<file path="config.mk">
export PLATFORM = sky130hd
export DESIGN_NAME = rf_wb_arbiter_flat
export DESIGN_NICKNAME = d
export VERILOG_FILES = /design/src/rtl/rf_wb_arbiter_if.sv /design/src/rtl/rf_wb_arbiter.sv /design/src/flat_wrapper.sv
export SDC_FILE = /design/constraint.sdc
export NUM_CORES = 1
export LEC_CHECK = 0
export CORE_MARGIN = 3
export CORE_UTILIZATION = 33
export DETAILED_ROUTE_END_ITERATION = 6
export PLACE_DENSITY = 0.64
export SLEW_MARGIN = 10
export SYNTH_ARGS = -nofsm -noshare
export SYNTH_HDL_FRONTEND = slang
export SYNTH_SLANG_ARGS = --single-unit
</file>
<file path="constraint.sdc">
create_clock -name clk -period 2.6 [get_ports clk]
set_input_delay 0.65 -clock clk [delete_from_list [all_inputs] [get_ports clk]]
set_output_delay 0.65 -clock clk [all_outputs]
set_load 0.02 [all_outputs]
</file>
<file path="src/rtl/rf_wb_arbiter_if.sv">
// Request bundle between the two write-port producers and the register-file arbiter.
// The producers use the master modport. The arbiter uses the slave modport.
interface rf_wb_arbiter_if;
    logic        a_valid;
    logic [4:0]  a_rd;
    logic [31:0] a_data;
    logic        b_valid;
    logic [4:0]  b_rd;
    logic [31:0] b_data;
    logic        b_ready;

    modport master (
        output a_valid, a_rd, a_data,
        output b_valid, b_rd, b_data,
        input  b_ready
    );

    modport slave (
        input  a_valid, a_rd, a_data,
        input  b_valid, b_rd, b_data,
        output b_ready
    );
endinterface

</file>
<file path="src/rtl/rf_wb_arbiter.sv">
// Register-file write-port arbiter. The pipeline writeback (A) has fixed priority over the
// multi-cycle unit (B). A starvation guard freezes A so that B can write.
module rf_wb_arbiter #(
    parameter int unsigned STARVE_LIMIT = 4,
    parameter int unsigned CNT_W        = 8
) (
    input  logic        clk,
    input  logic        rst_n,
    rf_wb_arbiter_if.slave wb,
    output logic        stall_req,
    output logic        regWrite,
    output logic [4:0]  rd,
    output logic [31:0] write_Data,
    output logic        proto_err
);

    localparam int unsigned          NPORT = 2;
    localparam logic [CNT_W-1:0]     LIMIT = CNT_W'(STARVE_LIMIT);

    typedef enum logic {
        ST_NORMAL = 1'b0,
        ST_STALL  = 1'b1
    } state_t;

    // Index 0 is port A and has the highest priority. Index 1 is port B.
    logic [NPORT-1:0] req_valid;
    logic [4:0]       req_rd   [NPORT];
    logic [31:0]      req_data [NPORT];
    logic [NPORT-1:0] live;
    logic [NPORT-1:0] grant;

    assign req_valid[0] = wb.a_valid;
    assign req_rd[0]    = wb.a_rd;
    assign req_data[0]  = wb.a_data;
    assign req_valid[1] = wb.b_valid;
    assign req_rd[1]    = wb.b_rd;
    assign req_data[1]  = wb.b_data;

    // A write to x0 is consumed but never reaches the register file.
    genvar gi;
    generate
        for (gi = 0; gi < NPORT; gi++) begin : g_live
            assign live[gi] = req_valid[gi] && (req_rd[gi] != 5'd0);
        end
    endgenerate

    assign grant[0] = live[0];
    assign grant[1] = live[1] && !live[0];

    logic b_xfer;
    assign wb.b_ready = !live[0];
    assign b_xfer     = wb.b_valid && wb.b_ready;

    // Starvation counter.
    logic [CNT_W-1:0] starv_reg;
    logic [CNT_W-1:0] starv_next;

    always_comb begin
        starv_next = starv_reg;
        if (!wb.b_valid || b_xfer) begin
            starv_next = '0;
        end else if (starv_reg < LIMIT) begin
            starv_next = starv_reg + 1'b1;
        end
    end

    // Stall FSM.
    state_t state_reg;
    state_t state_next;
    logic   proto_set;

    always_comb begin
        state_next = state_reg;
        proto_set  = 1'b0;
        case (state_reg)
            ST_NORMAL: begin
                if (starv_next == LIMIT) begin
                    state_next = ST_STALL;
                end
            end
            ST_STALL: begin
                // A live write here is still granted. It is only flagged.
                if (live[0]) begin
                    proto_set = 1'b1;
                end
                if (b_xfer) begin
                    state_next = ST_NORMAL;
                end
            end
            default: state_next = ST_NORMAL;
        endcase
    end

    // Next values for the output stage. With no grant, the address and data hold their values.
    logic        wr_en_next;
    logic [4:0]  wr_rd_next;
    logic [31:0] wr_data_next;
    logic        wr_en_reg;
    logic [4:0]  wr_rd_reg;
    logic [31:0] wr_data_reg;
    logic        proto_reg;

    always_comb begin
        wr_en_next   = 1'b0;
        wr_rd_next   = wr_rd_reg;
        wr_data_next = wr_data_reg;
        if (grant[0]) begin
            wr_en_next   = 1'b1;
            wr_rd_next   = req_rd[0];
            wr_data_next = req_data[0];
        end else if (grant[1]) begin
            wr_en_next   = 1'b1;
            wr_rd_next   = req_rd[1];
            wr_data_next = req_data[1];
        end
    end

    always_ff @(posedge clk or negedge rst_n) begin
        if (!rst_n) begin
            state_reg   <= ST_NORMAL;
            starv_reg   <= '0;
            wr_en_reg   <= 1'b0;
            wr_rd_reg   <= 5'd0;
            wr_data_reg <= 32'd0;
            proto_reg   <= 1'b0;
        end else begin
            state_reg   <= state_next;
            starv_reg   <= starv_next;
            wr_en_reg   <= wr_en_next;
            wr_rd_reg   <= wr_rd_next;
            wr_data_reg <= wr_data_next;
            proto_reg   <= proto_reg | proto_set;
        end
    end

    assign stall_req  = (state_reg == ST_STALL);
    assign regWrite   = wr_en_reg;
    assign rd         = wr_rd_reg;
    assign write_Data = wr_data_reg;
    assign proto_err  = proto_reg;

endmodule

</file>
<file path="src/flat_wrapper.sv">
// flat-port wrapper written by rule: the top's interface ports become plain ports
module rf_wb_arbiter_flat 
#(
    parameter int unsigned STARVE_LIMIT = 4,
    parameter int unsigned CNT_W        = 8
)
  (clk, rst_n, stall_req, regWrite, rd, write_Data, proto_err, wb_a_valid, wb_a_rd, wb_a_data, wb_b_valid, wb_b_rd, wb_b_data, wb_b_ready);
  rf_wb_arbiter_if wb_i ();
  input  logic clk;
  input  logic rst_n;
  output logic stall_req;
  output logic regWrite;
  output logic [4:0] rd;
  output logic [31:0] write_Data;
  output logic proto_err;
  input wire logic [$bits(wb_i.a_valid)-1:0] wb_a_valid;
  input wire logic [$bits(wb_i.a_rd)-1:0] wb_a_rd;
  input wire logic [$bits(wb_i.a_data)-1:0] wb_a_data;
  input wire logic [$bits(wb_i.b_valid)-1:0] wb_b_valid;
  input wire logic [$bits(wb_i.b_rd)-1:0] wb_b_rd;
  input wire logic [$bits(wb_i.b_data)-1:0] wb_b_data;
  output wire logic [$bits(wb_i.b_ready)-1:0] wb_b_ready;
  assign wb_i.a_valid = wb_a_valid;
  assign wb_i.a_rd = wb_a_rd;
  assign wb_i.a_data = wb_a_data;
  assign wb_i.b_valid = wb_b_valid;
  assign wb_i.b_rd = wb_b_rd;
  assign wb_i.b_data = wb_b_data;
  assign wb_b_ready = wb_i.b_ready;
  rf_wb_arbiter #(.STARVE_LIMIT(STARVE_LIMIT), .CNT_W(CNT_W)) u_core (.clk(clk), .rst_n(rst_n), .wb(wb_i), .stall_req(stall_req), .regWrite(regWrite), .rd(rd), .write_Data(write_Data), .proto_err(proto_err));
endmodule
</file>
Yosys cells after proc, flatten, opt, wreduce, memory -nomap -nowiden. Cells that the tools add are included.

Bits in registers: 48. Bits of input ports: 78. Output and inout port bits: 41. Logic and storage cells: 34.

$add $sub $neg: 1. $lt $le $gt $ge: 1. Equal/unequal tests: 1. Mux-type cells: 13. Bitwise gates (word level): 2. Reduce and logical (&&, ||, !) cells: 10.

Operators by type and width (count): $mux 32 (2); $mux 8 (2); $mux 5 (2); $reduce_bool 5->1 (2); $add 8x1->8 const B (1); $eq 8x3->1 const B (1); $lt 8x3->1 const B (1); $mux 1 (6); $logic_and 1x1->1 (4); $logic_not 1->1 (2); $pmux 1 s2 (1); $reduce_bool 2->1 (1); $logic_or 1x1->1 (1); $not 1->1 (1); $or 1x1->1 (1).

Logic depth before layout (Yosys ltp). Gate-level depths: netlist of run 1.

Word-level depth: 9. Depth in mapped cells: 6. Depth with buffers taken out: 5.

Worst setup path before layout of run 1. No wires, ideal clock.

Path type: in2out. Start: input port wb_a_rd[0]. End: output port wb_b_ready. Arrival time: 1.668 ns. Required time: 1.950 ns. Setup slack: 0.282 ns. Stages: 4. Cell sequence: or4_4 > o21a_4 > inv_8 > buf_6.

Cells in the longest elaborated chain, start to end: 3.

Ends and longest elaborated chain: from (decl) (RTL line flat_wrapper.sv:17) `input wire logic [$bits(wb_i.a_rd)-1:0] wb_a_rd;`; $reduce_bool 5->1 (RTL line rf_wb_arbiter.sv:43) `assign live[gi] = req_valid[gi] && (req_rd[gi] != 5'd0);`; $logic_and 1x1->1 (RTL line rf_wb_arbiter.sv:43); $logic_not 1->1 (RTL line rf_wb_arbiter.sv:51) `assign wb.b_ready = !live[0];`; to (decl) (RTL line flat_wrapper.sv:22) `output wire logic [$bits(wb_i.b_ready)-1:0] wb_b_ready;`.

Every way passes these cells.

Worst setup path after layout of run 1. Same ends and word-level chain as after synthesis.

==> results of run 1 <==
## cells in the mapped netlist, drive strengths merged
cell type | instances | area, um2
a21bo | 1 | 10.0
a21oi | 2 | 10.0
dfrtp | 48 | 1200
ha | 1 | 12.5
or4 | 2 | 18.8
nor4bb | 1 | 10.0
and3 | 5 | 31.3
nand3 | 32 | 160
a21o | 2 | 15.0
nor3 | 2 | 15.0
nor2 | 48 | 180
xnor2 | 1 | 8.76
mux2i | 1 | 10.0
o21a | 1 | 15.0
clkbuf | 16 | 60.1
a31oi | 65 | 594
nor2b | 32 | 200
a221oi | 5 | 62.6
inv | 1 | 11.3
buf | 9 | 121
nand2 | 3 | 11.3
## what timing repair did
action / 4_1_cts / 5_1_grt
setup endpoints to repair: 33 / 32
pin swaps: 2 / 1
endpoints found under the hold margin: 0 / 0
resized for setup: 9 / 1
## power by group through the flow
| stage | Combinational (mW) | Sequential [mW] | Clock, mW |
|---|---|---|---|
| global placement | 0.613 | 0.869 | 0 |
| floorplan | 0.234 | 0.948 | 0 |
| detailed placement | 0.619 | 0.871 | 0 |
| global route | 0.661 | 0.866 | 0.611 |
| CTS | 0.620 | 0.856 | 0.580 |
| finish | 0.611 | 0.856 | 0.559 |
## layer usage
metal,part of all wire,global-route usage
met5,0,0
met4,0.0061,0.0288
met3,0.073,0.0531
met2,0.47,0.254
met1,0.45,0.215
## cell type report
class                      instances  area, um2  area share
multi-input combinational        204       1370       0.335
sequential                        48       1200       0.293
clock buffer                       5       68.8      0.0168
tap                              102        128      0.0311
clock inverter                     3       46.3      0.0113
timing repair buffer             131       1270       0.310
inverter                           1       11.3     0.00275
## how the worst max path moves through the flow
stage	startpoint	end	slack (ns)	cells past startpoint
global placement	wb_a_rd[0]	wb_b_ready	-0.53	5
detailed placement	wb_a_rd[0]	wb_b_ready	-0.54	5
finish	wb_a_rd[0]	wb_b_ready	0.06	5
CTS	wb_a_rd[0]	u_core.write_Data[16]	0.04	7
global route	wb_a_rd[0]	wb_b_ready	0.02	5
floorplan	wb_a_rd[0]	wb_b_ready	0.28	4
## logic make-up after synthesis
group	Yosys count	synth area share
adder cells (fa/ha/maj)	1	0.00453
buffers and inverters	26	0.0698
XOR/XNOR	1	0.00318
multiplexers	1	0.00363
AND/OR/NAND/NOR	125	0.227
AO/OA/AOI/OAI	76	0.256
flip-flops	48	0.435
## metrics by stage
stage	utilization	hold WS (ns)	worst slack (ns)	setup TNS, ns
2_1_floorplan	-	0.354	0.282	0
3_3_place_gp	0.502	0.441	-0.529	-12.78
3_5_place_dp	0.502	0.444	-0.544	-14.09
4_1_cts	0.517	0.467	0.0363	0
5_1_grt	0.517	0.491	0.0246	0
6_report	0.517	0.445	0.0646	0
## placed cells by master (no fill, tap or decap), types with 2 or more instances in the layout
cell	netlist	layout
a21o_1	2	2
a21oi_1	2	2
a221oi_1	2	2
a221oi_2	3	3
a31oi_1	35	35
a31oi_2	30	30
and3_1	5	5
buf_2	1	2
buf_4	0	12
buf_6	5	2
clkbuf_8	0	5
clkdlybuf4s50_1	0	112
dfrtp_1	48	48
dlygate4sd2_1	0	3
nand2_1	3	3
nand3_1	32	32
nor2_1	48	47
nor2b_1	32	32
## worst reg2reg max path: cells and delay by family (launching register included)
kind             cells  cell delay (ns)
and+or+nand+nor      3             0.92
DFF                  1             0.39
muxes                1             0.23
==> metrics.md, run 1 <==
| Metric | Value |
|---|---|
| Depth of the most critical reg-to-reg path | `4` |
| Largest register FFs | `32` |
| Unique masters post-synth | `27` |
| Sw Ratio | `0.298` |
| Core Area | `slightly below 8000 um2` |
| Post-Layout Cell Count | `~500` |
| Max Clock Freq | `394 MHz` |
| Register area share after synthesis | `0.435` |
| Total Power | `slightly above 2 mW` |
| WL/cell | `approximately 15 um` |
| Critical path launch point type | `input pin` |
| Final Instance Area | `approximately 4100 um2` |
| CP top delay family | `buffers and inverters` |
| R2R Setup Slk | `about 0.97 ns` |
| Row cnt | `32` |
| Vias | `between 2000 and 3000` |
| IO buf count | `about 120` |
| Critical setup path kind | `input pin to output pin` |
| Final wirelength | `7530 um` |
| TritonCTS Sinks | `between 40 and 50` |
| Initial DRT Pass Iterations | `4` |
| Internal | `~1.4 mW` |
| YS warnings | `0` |
| Slowest Stage Delay on Critical Path | `roughly 0.42 ns` |
| Req. time, crit path | `a little under 2 ns` |
| Clock buffer depth | `2` |
| Total GRT Usage | `0.160` |
| CTS buffer count | `5` |
| Final number of max-transition violations | `0` |
| RSZ-0062 raised after global routing | `no` |
| Final period utilization | `0.975` |
| Placement-stage cell area | `about 4000 um2` |
| CP cell instances | `clkdlybuf4s50_1 > or4_4 > o21a_4 > inv_8 > buf_6` |
| Fillers | `about 760` |
| Largest net degree at the start of global routing | `72` |
| Clock root cell | `clkbuf_8` |
| Critical Path End Type | `output pin` |
| Total gr overflow | `0` |
| Final #Nets | `between 400 and 500` |
| WP buf/inv | `3` |
| Vias/cell | `approximately 5` |
| Reg2reg end | `u_core.starv_reg[1]` |
| Vias in the first global route | `2587` |
| Post-CTS Hold Buffers | `0` |
| Die height | `97.4 um` |
| Routed Antenna Nets | `0` |
| Setup Skew | `slightly above 0.006 ns` |
| Syn nets | `about 360` |
| Clock-pin transition on the worst setup and hold timing paths | `0.10 ns` |
| Mapped Avg Cell Area | `slightly below 10 um2` |
| DRC | `0` |
| Outcome | `complete, no violations` |
| PD cells | `494 nW/um2` |
| Synth Register Bits | `48` |
| Critical R2R Launch | `u_core.starv_reg[6]` |
| Mapped Cells | `about 280` |
| Global-route wire length before repair | `~13000 um` |
| Post-Syn Area | `roughly 2800 um2` |
| Hold Fails Final Rpt | `0` |
| Worst VDD drop | `262 uV` |
| H-Tree Depth | `2` |
| Clock group share of total power | `0.276` |
| Flop pwr share | `0.423` |
| Leakage power | `about 1.6 nW` |
| Fraction of layout cells with a size suffix above 1 | `0.161` |
| Highest-delay cell along the critical path | `clkdlybuf4s50_1` |
| Worst Tran Pin Value | `0.625 ns` |
| Inserted Diodes | `0` |
| Top-Level Pins | `119` |
| CP max FO | `2` |
| DP Wirelength | `around 5300 um` |
| Initial DRC count | `between 100 and 150` |
| Post-CTS Setup Bufs | `0` |
| Worst Path Arrival | `~1.9 ns` |
| Worst-Skew Late Latency | `approximately 0.30 ns` |
| Die width | `97.4 um` |
| MaxCap Viol Count | `0` |
| Final setup fails | `0` |
| Die ar. | `9490 um2` |
| Slew headroom | `0.584` |
| Layout area overhead | `48.6%` |
| Worst Hold Class | `input pin to async pin` |
| Comb pwr share | `0.301` |
| GP Congestion | `around 0.76` |
| CTS tree | `done` |
| Psw | `603 uW` |
| Placed cell count | `between 400 and 500` |
| Initial antenna violation count | `0` |
| Tmin final | `around 2.5 ns` |
| Initial core utilization | `0.348` |
Note: power is estimated with default switching activity, not from simulation.
==> run 2: changes to the inputs <==
--- a/config.mk
+++ b/config.mk
@@ -5,7 +5,7 @@
 export SDC_FILE = /design/constraint.sdc
 export NUM_CORES = 1
 export LEC_CHECK = 0
-export CORE_MARGIN = 3
+export CORE_MARGIN = 4
 export CORE_UTILIZATION = 33
 export DETAILED_ROUTE_END_ITERATION = 6
 export PLACE_DENSITY = 0.64
==> metrics.md, run 2 (synthesis results as in run 1) <==
| Metric | Value |
|---|---|
| Outcome | `complete, no violations` |
| Clock root cell | `clkbuf_8` |
| DRC | `0 (unchanged)` |
| Critical setup path kind | `input pin to output pin` |
| H-Tree Depth | `2 (unchanged)` |
| Initial antenna violation count | `0 (unchanged)` |
| Core Area | `8180 um2 (+3.1%)` |
| Initial DRC count | `68 (-35%)` |
| Vias/cell | `5.08 (+0.15%)` |
| FF/Latch Area | `1200 um2 (unchanged)` |
| R2R Setup Slk | `0.95 ns (-0.02 ns)` |
| MaxCap Viol Count | `0 (unchanged)` |
| Final number of max-transition violations | `0 (unchanged)` |
| Worst Tran Pin Value | `0.739 ns (+0.114 ns)` |
| Reg2reg end | `u_core.starv_reg[1]` |
| IO buf count | `118 (unchanged)` |
| Worst-Skew Late Latency | `0.30 ns (about the same)` |
| Critical Path End Type | `output pin` |
| Area occupied by multi-input gates | `1370 um2 (unchanged)` |
| Top-Level Pins | `119 (unchanged)` |
| Slew headroom | `0.508 (-0.0760)` |
| Layout area overhead | `50.2%` |
| Vias | `2529 (+0.96%)` |
| RSZ-0062 raised after global routing | `no` |
| Leakage power | `1.64 nW (+2.6%)` |
| Depth of the most critical reg-to-reg path | `4 (unchanged)` |
| TritonCTS Sinks | `48 (unchanged)` |
| Total gr overflow | `0 (unchanged)` |
| Setup Skew | `0.00641 ns (+0.000358 ns)` |
| Final setup fails | `0 (unchanged)` |
| Req. time, crit path | `1.95 ns (about the same)` |
| Worst Hold Class | `input pin to async pin` |
| Inserted Diodes | `0 (unchanged)` |
| Max Clock Freq | `392 MHz (-0.53%)` |
| Critical path launch point type | `input pin` |
| Commonest non-fill, non-tap cells in the layout | `112 x clkdlybuf4s50_1, 48 x dfrtp_1, 47 x nor2_1` |
| Final worst slack | `0.0510 ns (-0.0136 ns)` |
| Row cnt | `33 (+3.1%)` |
| Die width | `99.4 um (+2.1%)` |
| Post-CTS Setup Bufs | `0 (unchanged)` |
| Vias in the first global route | `2506 (-3.1%)` |
| WL/cell | `15.8 um (+3.4%)` |
| Global-route wire length before repair | `12700 um (+0.38%)` |
| Commonest non-fill, non-tap cell in the layout | `clkdlybuf4s50_1` |
| Fillers | `785 (+3.8%)` |
| PD cells | `512 nW/um2 (+3.5%)` |
| Largest register FFs | `32 (unchanged)` |
| Critical R2R Launch | `u_core.starv_reg[6]` |
| Total Power | `2.12 mW (+4.7%)` |
| Worst Path Arrival | `1.90 ns (about the same)` |
| Worst VDD drop | `301 uV (+15%)` |
| Die height | `99.4 um (+2.1%)` |
| CTS buffer count | `5 (unchanged)` |
| Hold Fails Final Rpt | `0 (unchanged)` |
| Total GRT Usage | `0.156 (-0.00378)` |
| CTS tree | `done` |
| Fraction of layout cells with a size suffix above 1 | `0.163 (+0.00214)` |
| Die ar. | `9890 um2 (+4.1%)` |
| Tmin final | `2.55 ns (+0.0136 ns)` |
| Dpl ws | `-0.540 ns (+0.00413 ns)` |
| Final wirelength | `7850 um (+4.2%)` |
| Initial core utilization | `0.337 (-0.0105)` |
| CP max FO | `2 (unchanged)` |
| Largest net degree at the start of global routing | `72 (unchanged)` |
| Routed Antenna Nets | `0 (unchanged)` |
| Clock buffer depth | `2 (unchanged)` |
| Final #Nets | `471 (+0.21%)` |
| Initial DRT Pass Iterations | `4 (unchanged)` |
| Clock-pin transition on the worst setup and hold timing paths | `0.09 ns (about the same)` |
| Final core occ | `0.507 (-0.0102)` |
| GP Congestion | `0.754 (-0.37%)` |
| Post-CTS Hold Buffers | `0 (unchanged)` |
| Fin Setup TNS | `0 ns (unchanged)` |
| Final period utilization | `0.980 (+0.00523)` |
| DP Wirelength | `5550 um (+5.7%)` |
[run 2: report_power, final]
part	internal [mW]	switching, mW	total [mW]
logic	0.323	0.288	0.611
clock network	0.387	0.263	0.651
registers	0.812	0.0470	0.859
total	1.52	0.599	2.12
[run 2: worst max-delay path by stage]
stage                     cells past startpoint  slack (ns)         end        from
after floorplan                               4        0.28  wb_b_ready  wb_a_rd[0]
after global placement                        5       -0.53  wb_b_ready  wb_a_rd[0]
after detailed placement                      5       -0.54  wb_b_ready  wb_a_rd[0]
after CTS                                     5       -0.08  wb_b_ready  wb_a_rd[0]
after global routing                          5        0.03  wb_b_ready  wb_a_rd[0]
final                                         5        0.05  wb_b_ready  wb_a_rd[0]
[run 2: critical path, stage by stage]
cell             delay, ns
clkdlybuf4s50_1       0.42
or4_4                 0.42
o21a_4                0.25
inv_8                 0.05
buf_6                 0.10
[run 2: final cells by class]
cell class,instances,area share
clock inverter,3,0.0166
multi-input combinational,204,0.332
clock buffer,5,0.0166
tap,105,0.0317
inverter,1,0.00272
sequential,48,0.290
timing repair buffer,132,0.311
[run 2: repair_timing]
action,in CTS,in global routing
gates resized for setup,6,4
endpoints found under the setup margin,33,1
pin swaps,0,2
[run 2: per-layer routing]
layer  share of wire  vias to the layer above  wire (um)  GRT usage
met3           0.070                        2        550     0.0477
met4          0.0024                        0         19     0.0221
met2            0.48                       66       3770      0.253
li1                -                     1246          -          -
met5               0                        -          0          0
met1            0.45                     1215       3520      0.211
[run 2: per-stage QoR]
stage	cells	instance area (um2)	hold WS, ns
2_1_floorplan	278	2760	0.354
3_3_place_gp	490	3990	0.440
3_5_place_dp	490	3990	0.444
4_1_cts	498	4130	0.425
5_1_grt	498	4140	0.445
6_report	498	4140	0.406
==> run 3: changes to the inputs <==
--- a/config.mk
+++ b/config.mk
@@ -9,6 +9,7 @@
 export CORE_UTILIZATION = 33
 export DETAILED_ROUTE_END_ITERATION = 6
 export PLACE_DENSITY = 0.64
+export SKIP_LAST_GASP = 1
 export SLEW_MARGIN = 10
 export SYNTH_ARGS = -nofsm -noshare
 export SYNTH_HDL_FRONTEND = slang
==> results of run 3 <==
No change in the layout: final DEF, timing and power equal those of run 2.
